File: src/rtl/axi4_stream_ready_sink.sv
// Purpose : AXI4-Stream sink; drives s_tready from a programmable back-pressure
//           policy (ALWAYS / OSC / SINGLE / AFTER_VALID_OSC) and checks that
//           received data follows an incrementing sequence.
// Latency : s_tready is a registered Moore output of the policy FSM (0 cycles
//           from state entry). Counters, err_flag and last_data update on the
//           clock edge that completes a handshake.
// Backpressure: this block is the only source of back-pressure. s_tready never
//           depends on the current-cycle s_tvalid.
//
// Ports:
//   aclk, areset            clock; asynchronous active-high reset (release
//                           expected synchronous to aclk)
//   s_tvalid/s_tready/s_tdata/s_tlast   AXI4-Stream slave channel
//   cfg_policy              0=ALWAYS 1=OSC 2=SINGLE 3=AFTER_VALID_OSC
//   cfg_low / cfg_high      ready-low / ready-high phase lengths in cycles
//   exp_load / exp_seed     reload expected data value, clear err_flag
//   xfer_cnt/pkt_cnt/err_cnt  saturating beat / packet / mismatch counters
//   err_flag                sticky mismatch flag
//   last_data               data of the most recent accepted beat
module axi4_stream_ready_sink #(
    parameter int DW = 8,
    parameter int CW = 16,
    parameter int TW = 8
) (
    input  logic          aclk,
    input  logic          areset,
    input  logic          s_tvalid,
    output logic          s_tready,
    input  logic [DW-1:0] s_tdata,
    input  logic          s_tlast,
    input  logic [1:0]    cfg_policy,
    input  logic [TW-1:0] cfg_low,
    input  logic [TW-1:0] cfg_high,
    input  logic          exp_load,
    input  logic [DW-1:0] exp_seed,
    output logic [CW-1:0] xfer_cnt,
    output logic [CW-1:0] pkt_cnt,
    output logic [CW-1:0] err_cnt,
    output logic          err_flag,
    output logic [DW-1:0] last_data
);

    localparam logic [1:0] POL_ALWAYS = 2'd0;
    localparam logic [1:0] POL_OSC    = 2'd1;
    localparam logic [1:0] POL_SINGLE = 2'd2;

    typedef enum logic [1:0] {
        S_IDLE = 2'd0,
        S_LOW  = 2'd1,
        S_HIGH = 2'd2
    } state_t;

    state_t        state;
    logic [TW-1:0] ph;        // cycles remaining in the current phase, minus one
    logic [1:0]    mode;      // policy latched on entry to LOW/HIGH
    logic [DW-1:0] exp_val;

    logic          hs;
    logic          data_err;
    logic          skip_low;
    logic          avo_wait;
    logic [TW-1:0] low_ph;
    logic [TW-1:0] high_ph;

    assign hs       = s_tvalid & s_tready;
    assign data_err = hs & (s_tdata != exp_val);

    // A zero-length low phase means the LOW state is bypassed entirely.
    assign skip_low = (cfg_low == '0);
    assign low_ph   = cfg_low - 1'b1;
    // High phase lasts max(cfg_high,1) cycles.
    assign high_ph  = (cfg_high == '0) ? '0 : cfg_high - 1'b1;
    // AFTER_VALID_OSC parks in IDLE until the source shows valid.
    assign avo_wait = (cfg_policy == 2'd3) & ~s_tvalid;

    // Policy FSM; s_tready is registered alongside the state so it is high
    // exactly while the FSM sits in HIGH.
    always_ff @(posedge aclk or posedge areset) begin
        if (areset) begin
            state    <= S_IDLE;
            s_tready <= 1'b0;
            ph       <= '0;
            mode     <= POL_ALWAYS;
        end else begin
            case (state)
                S_IDLE: begin
                    if (cfg_policy == POL_ALWAYS) begin
                        state    <= S_HIGH;
                        s_tready <= 1'b1;
                        ph       <= high_ph;
                        mode     <= cfg_policy;
                    end else if (!avo_wait) begin
                        mode <= cfg_policy;
                        if (skip_low) begin
                            state    <= S_HIGH;
                            s_tready <= 1'b1;
                            ph       <= high_ph;
                        end else begin
                            state    <= S_LOW;
                            s_tready <= 1'b0;
                            ph       <= low_ph;
                        end
                    end
                end

                S_LOW: begin
                    if (ph == '0) begin
                        state    <= S_HIGH;
                        s_tready <= 1'b1;
                        ph       <= high_ph;
                        mode     <= cfg_policy;
                    end else begin
                        ph <= ph - 1'b1;
                    end
                end

                S_HIGH: begin
                    case (mode)
                        POL_ALWAYS: begin
                            // Leaving ALWAYS restarts the policy from IDLE.
                            if (cfg_policy != POL_ALWAYS) begin
                                state    <= S_IDLE;
                                s_tready <= 1'b0;
                            end
                        end
                        POL_SINGLE: begin
                            if (hs) begin
                                mode <= cfg_policy;
                                if (skip_low) begin
                                    ph <= high_ph;
                                end else begin
                                    state    <= S_LOW;
                                    s_tready <= 1'b0;
                                    ph       <= low_ph;
                                end
                            end
                        end
                        default: begin
                            // OSC and AFTER_VALID_OSC: timed high window.
                            if (ph != '0) begin
                                ph <= ph - 1'b1;
                            end else if (mode == POL_OSC) begin
                                mode <= cfg_policy;
                                if (skip_low) begin
                                    ph <= high_ph;
                                end else begin
                                    state    <= S_LOW;
                                    s_tready <= 1'b0;
                                    ph       <= low_ph;
                                end
                            end else begin
                                state    <= S_IDLE;
                                s_tready <= 1'b0;
                            end
                        end
                    endcase
                end

                default: begin
                    state    <= S_IDLE;
                    s_tready <= 1'b0;
                end
            endcase
        end
    end

    // Data checker and statistics. A beat coinciding with exp_load is checked
    // against the old expected value; the load then overrides the resync.
    always_ff @(posedge aclk or posedge areset) begin
        if (areset) begin
            exp_val   <= '0;
            xfer_cnt  <= '0;
            pkt_cnt   <= '0;
            err_cnt   <= '0;
            err_flag  <= 1'b0;
            last_data <= '0;
        end else begin
            if (hs) begin
                last_data <= s_tdata;
                if (xfer_cnt != {CW{1'b1}}) begin
                    xfer_cnt <= xfer_cnt + 1'b1;
                end
                if (s_tlast && (pkt_cnt != {CW{1'b1}})) begin
                    pkt_cnt <= pkt_cnt + 1'b1;
                end
            end
            if (data_err && (err_cnt != {CW{1'b1}})) begin
                err_cnt <= err_cnt + 1'b1;
            end

            if (exp_load) begin
                exp_val  <= exp_seed;
                err_flag <= 1'b0;
            end else begin
                if (hs) begin
                    exp_val <= s_tdata + 1'b1;
                end
                if (data_err) begin
                    err_flag <= 1'b1;
                end
            end
        end
    end

endmodule

File: config.mk
export PLATFORM = sky130hd
export DESIGN_NAME = axi4_stream_ready_sink
export DESIGN_NICKNAME = d
export VERILOG_FILES = /design/src/rtl/axi4_stream_ready_sink.sv
export SDC_FILE = /design/constraint.sdc
export NUM_CORES = 1
export LEC_CHECK = 0
export BUFFER_PORTS_ARGS = -buffer_cell sky130_fd_sc_hd__buf_2
export CORE_MARGIN = 10
export CORE_UTILIZATION = 40
export CTS_CLUSTER_SIZE = 12
export DETAILED_ROUTE_END_ITERATION = 6
export PLACE_DENSITY_LB_ADDON = 0.1
export SKIP_LAST_GASP = 1
export SLEW_MARGIN = 10
export SYNTH_ARGS = -nofsm -noshare
export SYNTH_HDL_FRONTEND = slang
export SYNTH_SLANG_ARGS = --single-unit
File: constraint.sdc
create_clock -name aclk -period 4.98 [get_ports aclk]
set_clock_uncertainty 0.1 [all_clocks]
set_input_delay 0.249 -clock aclk [delete_from_list [all_inputs] [get_ports aclk]]
set_output_delay 0.249 -clock aclk [all_outputs]
set_load 0.01 [all_outputs]
==> results_dict.tcl, run 1 <==
set metrics [dict create \
    synth_fp_nets 569 \
    wire_per_inst_um 16.62 \
    ctsResizeCount 0 \
    worstPathArrival_ns 2.73 \
    max_freq_mhz 384.0 \
    yosysUniqueCellTypes 64 \
    hpwl_um 9550 \
    initial_core_util_pct 41.28 \
    finish.utilization_pct 49.55 \
    overflow 0 \
    fin_nets 667 \
    worst_pin_slew_ns 0.9938 \
    gp_congestion 0.9076 \
    layout_common_cells "96 x buf_2, 78 x dfrtp_1, 77 x nand2_1" \
    synth_cells 514 \
    firstDrtPassIters 4 \
    die_w_um 129.0 \
    drtIter0Drc 208 \
    cp-startpoint "ph[0]$_DFFE_PP0P_" \
    synth_top_area_share_pct 41.06 \
    row_count 39 \
    io_buffer_count 96 \
    power.leakage_nw 2.676 \
    ant_nets 0 \
    rsz0062_at_grt "no" \
    whs_path_depth 3 \
    grt_pass1_wl_um 20630 \
    yosys.area_share.adder_pct 4.212 \
    synth_top_family_by_area "simple AND/OR/NAND/NOR gates" \
    maxSlewHeadroom_pct 33.74 \
    end_kind "flip-flop" \
    htree_num_levels 3 \
    synth_edf_count 0 \
    hold_viol 0 \
    num_antenna_cells 0 \
    grt_pass1_vias 4165 \
    grt_usage_pct 15.34 \
    area_growth_pct 20.06 \
    synth_async_sr_flop_share_pct 100.0 \
    tns_ns 0 \
    antenna_found_initial 0 \
    synth_xor_area_share_pct 12.71 \
    critPathMaxFanout 12 \
    outcome "finished clean" \
    cts-root-buf "clkbuf_16" \
    rr_startpoint "ph[0]$_DFFE_PP0P_" \
    die_h_um 129.0 \
    via_per_inst 5.430 \
    num-fill-cells 1089 \
    ctsLongestPathBuffers 2 \
    synth_area_leaders "dfrtp_1 41%, xnor2_1 7.4%, nand2_1 6.1%" \
    synth_mux_area_share_pct 2.264 \
    ir_worst_vdd_v 0.0003140 \
    drive_gt1_share_pct 22.53 \
    post_cts_buffers 0 \
    hold_class "input pin to flip-flop" \
    yosysTopAreaCell "dfrtp_1" \
    ys_dominant_reg_cell "dfrtp_1" \
    clk_pin_slew_worst_paths_ns 0.06 \
    clock_latency_ns 0.34 \
    synth-compound-area-share_pct 12.29 \
    multiInputGateArea_um2 2663 \
    cts_tree "yes" \
    max-cap-violations 0 \
    fp.coreArea_um2 11520 \
    power_density_nw_per_um2 480.1 \
    cts-buffers-inserted 9 \
    drt_wl_total_um 12630 \
    ys_ff_latch 78 \
    min_period_ns 2.604 \
    critPathKind "flip-flop to flip-flop" \
    min_period_over_period_pct 52.30 \
    critPathLaunchType "flip-flop" \
    num_vias 4127 \
    drc 0 \
    dp_cells 742 \
    hp-start "exp_seed[1]" \
    ys_warn_count 0 \
    yosysSeqAreaShare_pct 41.06 \
    syn_avg_cell_area_um2 9.248 \
    worstPathRequired_ns 5.11 \
    fin_cells 760 \
    io-pin-count 97 \
    synth-simple-area-share_pct 24.53 \
    finalMaxSlewViolations 0 \
    setup_viol 0 \
    final_common_cell "buf_2" \
    cts_sinks 78 \
    r2r_cells 8 \
    seq_area_um2 1952 \
    grt_max_degree 79 \
    synth_area_um2 4753 \
    dieArea_um2 16640 \
]
[sequential cells by signal, indices dropped and copies added (netlist names)]
signal     flops
s_tready       1
exp_val        8
pkt_cnt       16
xfer_cnt      16
state          2
mode           2
err_cnt       16
ph             8
err_flag       1
last_data      8
[Yosys cell counts (6+ instances only)]
| cell type | n |
|---|---|
| inv_1 | 20 |
| nor3b_1 | 6 |
| nor3_1 | 12 |
| nand2_1 | 77 |
| clkbuf_1 | 6 |
| and3_1 | 9 |
| o21ai_0 | 19 |
| a31oi_1 | 9 |
| a21oi_1 | 23 |
| o22ai_1 | 7 |
| dfrtp_1 | 78 |
| nand4_1 | 14 |
| xnor2_1 | 40 |
| nand3_1 | 25 |
| xor2_1 | 29 |
| ha_1 | 16 |
| nor2_1 | 35 |
| o211ai_1 | 9 |
[what timing repair did]
action,in CTS,in global routing
hold buffers,2,0
endpoints found under the setup margin,0,0
endpoints found under the hold margin,2,0
[per-layer routing]
| layer | vias to the layer above | routed length, um | GRT usage (%) |
|---|---|---|---|
| met5 | - | 0 | 0 |
| met4 | 0 | 196 | 5.351 |
| met3 | 16 | 771 | 4.690 |
| met2 | 125 | 6072 | 25.09 |
| met1 | 1969 | 5590 | 18.84 |
| li1 | 2017 | - | - |
[cells by family (layout without fill, tap and decap cells)]
kind of cell / count (synthesis) / in the layout
AOI/OAI and AO/OA: 90 / 90
xor gates and xnor gates: 69 / 69
adders and majority gates: 16 / 16
buffers and inverters: 32 / 135
DFF: 78 / 78
muxes: 10 / 10
and+or+nand+nor: 219 / 219
[path summary, 6_finish.rpt]
path                                            endpoint  slack, ns
worst max-delay path                state[1]$_DFFE_PP0P_       2.38
worst min-delay path              exp_val[1]$_DFFE_PP0P_       0.01
worst max register to register      state[1]$_DFFE_PP0P_       2.38
worst min register to register  last_data[6]$_DFFE_PP0P_       0.38
max in group asynchronous         err_cnt[6]$_DFFE_PP0P_       4.04
min in group asynchronous        xfer_cnt[6]$_DFFE_PP0P_       0.11
[final cells by class]
cell class / instances / share of cell area [%]
Multi-Input combinational cell: 404 / 46.66
Sequential cell: 78 / 34.20
Timing Repair Buffer: 99 / 8.902
Clock buffer: 9 / 3.947
Tap cell: 143 / 3.135
Clock inverter: 7 / 1.820
Inverter: 20 / 1.337
[where the power goes]
part	internal, mW	switching (mW)
clock network	0.446	0.287
logic	0.425	0.614
registers	0.789	0.180
total	1.66	1.08
[per-stage QoR]
stage	instance area, um^2	power [mW]	setup WS [ns]	hold WS [ns]
floorplan	4753	1.694	2.636	0.2544
global placement	5358	1.989	2.493	0.3566
detailed placement	5358	2.007	2.451	0.3575
CTS	5707	2.765	2.427	0.001544
global route	5707	2.931	2.158	0.01148
finish	5707	2.740	2.376	0.01351
[worst max-delay path, stage by stage, from the launching register on]
cell,delay [ns]
dfrtp_1,0.44
inv_1,0.14
ha_1,0.19
or3b_2,0.53
o21ai_2,0.46
o21ai_1,0.15
a21o_1,0.24
o21ai_0,0.17
nand2_1,0.08
No activity file was read; power rests on OpenSTA's default activity.
==> run 2, diff against run 1 <==
clock period = 2.4 ns   (was 4.98 ns; I/O delays follow)
==> results_dict.tcl, run 2 (synthesis gave the netlist of run 1 again) <==
set metrics [dict create \
    outcome "finished clean" \
    drive_gt1_share_pct 24.23 \
    multiInputGateArea_um2 2675 \
    maxSlewHeadroom_pct 58.82 \
    htree_num_levels 3 \
    hold_class "input pin to flip-flop" \
    tns_ns 0 \
    io-pin-count 97 \
    fin_cells 795 \
    dieArea_um2 16640 \
    clk_pin_slew_worst_paths_ns 0.06 \
    num_antenna_cells 0 \
    ctsLongestPathBuffers 2 \
    final_common_cell "buf_2" \
    worstPathRequired_ns 2.57 \
    row_count 39 \
    die_w_um 129.0 \
    layout_common_cells "96 x buf_2, 78 x dfrtp_1, 77 x nand2_1" \
    firstDrtPassIters 6 \
    overflow 0 \
    critical_path.cell_chain "inv_1, ha_1, or3b_4, nor2_4, nor2_1, a211oi_1, o21ai_0, a21oi_1" \
    seq_area_um2 1952 \
    wire_per_inst_um 16.30 \
    drtIter0Drc 198 \
    io_buffer_count 96 \
    hold_viol 0 \
    finish.utilization_pct 51.91 \
    worstPathArrival_ns 2.37 \
    slowest_stage "or3b_4" \
    grt_usage_pct 15.41 \
    fp.coreArea_um2 11520 \
    setup_viol 0 \
    max_freq_mhz 454.6 \
    critPathKind "flip-flop to flip-flop" \
    finalMaxSlewViolations 0 \
    drt_wl_total_um 12960 \
    power_mw 5.626 \
    ir_worst_vdd_v 0.0006335 \
    clock_latency_ns 0.34 \
    grt_pass1_vias 4192 \
    rsz0062_at_grt "no" \
    die_h_um 129.0 \
    num-fill-cells 1087 \
    fin_nets 702 \
    end_kind "flip-flop" \
    gp_congestion 0.9011 \
    max-cap-violations 0 \
    cts_sinks 78 \
    via_per_inst 5.346 \
    power_density_nw_per_um2 941.1 \
    initial_core_util_pct 41.28 \
    min_period_over_period_pct 91.66 \
    min_period_ns 2.200 \
    critPathMaxFanout 5 \
    reg_top3 "err_cnt (16), pkt_cnt (16), xfer_cnt (16)" \
    grt_pass1_wl_um 20890 \
    area_growth_pct 25.77 \
    critPathLaunchType "flip-flop" \
    dp_cells 758 \
    cts_tree "yes" \
    cts-root-buf "clkbuf_16" \
    grt_max_degree 41 \
    num_vias 4250 \
    antenna_found_initial 0 \
    hpwl_um 9735 \
    ant_nets 0 \
    cp_slowest_stage_delay_ns 0.45 \
    power.leakage_nw 2.817 \
    worst_pin_slew_ns 0.6136 \
    drc 0 \
    cts-buffers-inserted 9 \
]
[run 2: cell type report]
type / count / area share, %
Clock inverter: 6 / 0.7325
Sequential cell: 78 / 32.65
Tap cell: 143 / 2.993
Timing Repair Buffer: 134 / 13.60
Clock buffer: 10 / 3.997
Multi-Input combinational cell: 404 / 44.75
Inverter: 20 / 1.277
[run 2: critical path, delay by kind of cell (launching register included)]
family,cells,cell delay (ns)
AND/OR/NAND/NOR,3,0.74
AO/OA/AOI/OAI,3,0.58
flip-flops,1,0.42
adder cells (fa/ha/maj),1,0.19
buffers and inverters,1,0.10
[run 2: timing repair]
action                                  in CTS  in global routing
hold buffers                                19                  0
endpoints found under the setup margin       0                 12
setup buffers                                0                  2
resized for setup                            0                  3
hold endpoints to repair                    96                  0
[run 2: power breakdown]
part / switching [mW] / leakage (nW) / internal (mW)
sequential: 0.355 / 1.00 / 1.64
clock: 0.571 / 0.139 / 0.734
combinational: 1.32 / 1.68 / 1.01
[run 2: worst paths after layout]
| check | start | to | slack (ns) | depth (start not counted) |
|---|---|---|---|---|
| worst min-delay path | exp_load | err_flag$_DFFE_PP0P_ | 0.03 | 2 |
| max in group asynchronous | areset | ph[6]$_DFFE_PP0P_ | 1.36 | 4 |
| worst max-delay path | ph[1]$_DFFE_PP0P_ | ph[4]$_DFFE_PP0P_ | 0.20 | 8 |
| worst min register to register | last_data[6]$_DFFE_PP0P_ | last_data[6]$_DFFE_PP0P_ | 0.38 | 2 |
| min in group asynchronous | areset | pkt_cnt[0]$_DFFE_PP0P_ | 0.11 | 3 |
| worst max register to register | ph[1]$_DFFE_PP0P_ | ph[4]$_DFFE_PP0P_ | 0.20 | 8 |
[run 2: metal layers]
metal | share of wire (%) | vias to the layer above | GRT usage, % | routed length, um
met5 | 0 | - | 0 | 0
met4 | 1.7 | 0 | 5.953 | 222
met3 | 6.7 | 17 | 4.568 | 874
met2 | 47 | 137 | 24.48 | 6151
met1 | 44 | 2007 | 19.41 | 5714
li1 | - | 2089 | - | -
[run 2: metrics by stage]
step	hold WS, ns	worst slack, ns	instance area, um^2
after floorplan	0.1254	0.1850	4753
after global placement	-0.08567	0.1378	5478
after detailed placement	-0.08237	0.1009	5478
after CTS	0.03207	0.06490	5951
after global routing	0.05693	0.03519	5978
final	0.03235	0.2001	5978
==> run 3, diff against run 2 <==
--- a/config.mk
+++ b/config.mk
@@ -6,5 +6,5 @@
 export NUM_CORES = 1
 export LEC_CHECK = 0
-export BUFFER_PORTS_ARGS = -buffer_cell sky130_fd_sc_hd__buf_2
+export BUFFER_PORTS_ARGS = -buffer_cell sky130_fd_sc_hd__clkbuf_2
 export CORE_MARGIN = 10
 export CORE_UTILIZATION = 40
==> constraint.sdc (replaced) <==
create_clock -name aclk -period 2.4 [get_ports aclk]
set_clock_uncertainty 0.1 [all_clocks]
set_input_delay 0.36 -clock aclk [delete_from_list [all_inputs] [get_ports aclk]]
set_output_delay 0.36 -clock aclk [all_outputs]
set_load 0.01 [all_outputs]
==> results_dict.tcl, run 3 (synthesis gave the netlist of run 1 again) <==
set metrics [dict create \
    drive_gt1_share_pct 25.16 \
    hold_viol 0 \
    final_area_um2 5816 \
    rsz0062_at_grt "no" \
    drtIter0Drc 209 \
    num_antenna_cells 0 \
    post_cts_buffers 0 \
    antenna_found_initial 0 \
    final_common_cell "clkbuf_2" \
    htree_num_levels 3 \
    power_density_nw_per_um2 961.4 \
    cts-buffers-inserted 9 \
    end_kind "flip-flop" \
    via_per_inst 5.335 \
    grt_pass1_vias 4280 \
    hold_class "input pin to flip-flop" \
    grt_max_degree 46 \
    critical_path_buf_inv_count 1 \
    path_delay_family "simple AND/OR/NAND/NOR gates" \
    power_mw 5.591 \
    firstDrtPassIters 4 \
    highest_layer "met4" \
    overflow 0 \
    endpoint "ph[6]$_DFFE_PP0P_" \
    ant_nets 0 \
    tns_ns 0 \
    grt_pass1_wl_um 21330 \
    die_h_um 129.0 \
    finalMaxSlewViolations 0 \
    r2r-end "ph[6]$_DFFE_PP0P_" \
    detailed_place.area_um2 5523 \
    drt_wl_total_um 12750 \
    cp_slowest_stage_delay_ns 0.43 \
    row_count 39 \
    fin_cells 779 \
    cts_sinks 78 \
    max-cap-violations 0 \
    ir_worst_vdd_v 0.0005700 \
    routed-wl-met3_um 845 \
    drc 0 \
    ctsLongestPathBuffers 2 \
    setup_viol 0 \
    slowest_stage "dfrtp_1" \
    route.met2.wl_um 5811 \
    worstPathArrival_ns 2.32 \
    critPathKind "flip-flop to flip-flop" \
    reg_top3 "err_cnt (16), pkt_cnt (16), xfer_cnt (16)" \
    wire_per_inst_um 16.37 \
    num_vias 4156 \
    maxSlewHeadroom_pct 51.93 \
    num-fill-cells 1145 \
    fin_nets 686 \
    clk_pin_slew_worst_paths_ns 0.06 \
    dieArea_um2 16640 \
    critPathLaunchType "flip-flop" \
    wl_met1_um 5807 \
    worstPathRequired_ns 2.50 \
    gp_congestion 0.8573 \
    finish.utilization_pct 50.50 \
    min_period_over_period_pct 92.16 \
    hpwl_um 9826 \
    clock_latency_ns 0.34 \
    min_period_ns 2.212 \
    grt_usage_pct 15.80 \
    layout_common_cells "96 x clkbuf_2, 78 x dfrtp_1, 77 x nand2_1" \
    io_buffer_count 96 \
    io-pin-count 97 \
    initial_core_util_pct 41.28 \
    critPathMaxFanout 5 \
    cts-root-buf "clkbuf_16" \
    worst_pin_slew_ns 0.7210 \
    die_w_um 129.0 \
    dp_cells 762 \
    cp-startpoint "ph[1]$_DFFE_PP0P_" \
    regToRegSetupSlack_ns 0.19 \
    rr_startpoint "ph[1]$_DFFE_PP0P_" \
    fp.coreArea_um2 11520 \
    cp.depth 8 \
    power.leakage_nw 2.716 \
    max_freq_mhz 452.1 \
    area_growth_pct 22.35 \
    critical_path.cell_chain "inv_1, ha_1, or3b_4, nor2_4, nor2_1, a211o_1, o311ai_1, a31oi_1" \
    r2r_cells 8 \
    outcome "finished clean" \
    cts_tree "yes" \
]
-- run 3: cell types whose count changed in the layout (fill, tap and decap cells not counted), sizes merged --
cell,previous run,this run
clkinv,4,3
clkinvlp,1,4
clkbuf,10,105
dlygate4sd3,19,1
inv,21,20
buf,115,21
-- run 3: layer usage --
| metal | global-route usage [%] | up-vias |
|---|---|---|
| met3 | 5.750 | 24 |
| met4 | 6.020 | 0 |
| met2 | 23.97 | 110 |
| met1 | 20.17 | 1970 |
| li1 | - | 2052 |
| met5 | 0 | - |
-- run 3: what timing repair did --
item / 4_1_cts / 5_1_grt
hold buffers: 1 / 0
hold endpoints to repair: 11 / 0
resized for setup: 0 / 2
setup endpoints to repair: 0 / 6
-- run 3: how the worst min path moves through the flow --
stage	start	to	slack (ns)	cells after the start
CTS	exp_seed[4]	exp_val[4]$_DFFE_PP0P_	0.11	3
global placement	areset	pkt_cnt[4]$_DFFE_PP0P_	0.23	2
global route	exp_seed[4]	exp_val[4]$_DFFE_PP0P_	0.13	3
detailed placement	areset	pkt_cnt[4]$_DFFE_PP0P_	0.23	2
floorplan	s_tdata[1]	last_data[1]$_DFFE_PP0P_	0.37	2
finish	exp_seed[4]	exp_val[4]$_DFFE_PP0P_	0.13	3
-- run 3: area by class of cell --
cell class                      instances  area, um^2  area share, %
Multi-Input combinational cell        404        2670          45.91
Sequential cell                        78        1952          33.56
Timing Repair Buffer                  118       660.6          11.36
Clock buffer                            9       225.2          3.873
Tap cell                              143       178.9          3.077
Inverter                               20       78.83          1.355
Clock inverter                          7       50.05         0.8606
-- run 3: report_power, final --
group          switching [mW]  internal (mW)
clock                   0.559          0.701
combinational            1.32           1.01
sequential              0.363           1.64
total                    2.24           3.35
-- run 3: worst min-delay path, cell delays in order --
cell,delay (ns)
clkbuf_2,0.07
nand2_1,0.04
o21ai_0,0.06
-- run 3: metrics by stage --
step,hold slack (ns),setup slack [ns]
2_1_floorplan,0.3654,0.2574
3_3_place_gp,0.2284,0.1107
3_5_place_dp,0.2306,0.09539
4_1_cts,0.1140,0.1035
5_1_grt,0.1332,0.07326
6_report,0.1266,0.1883
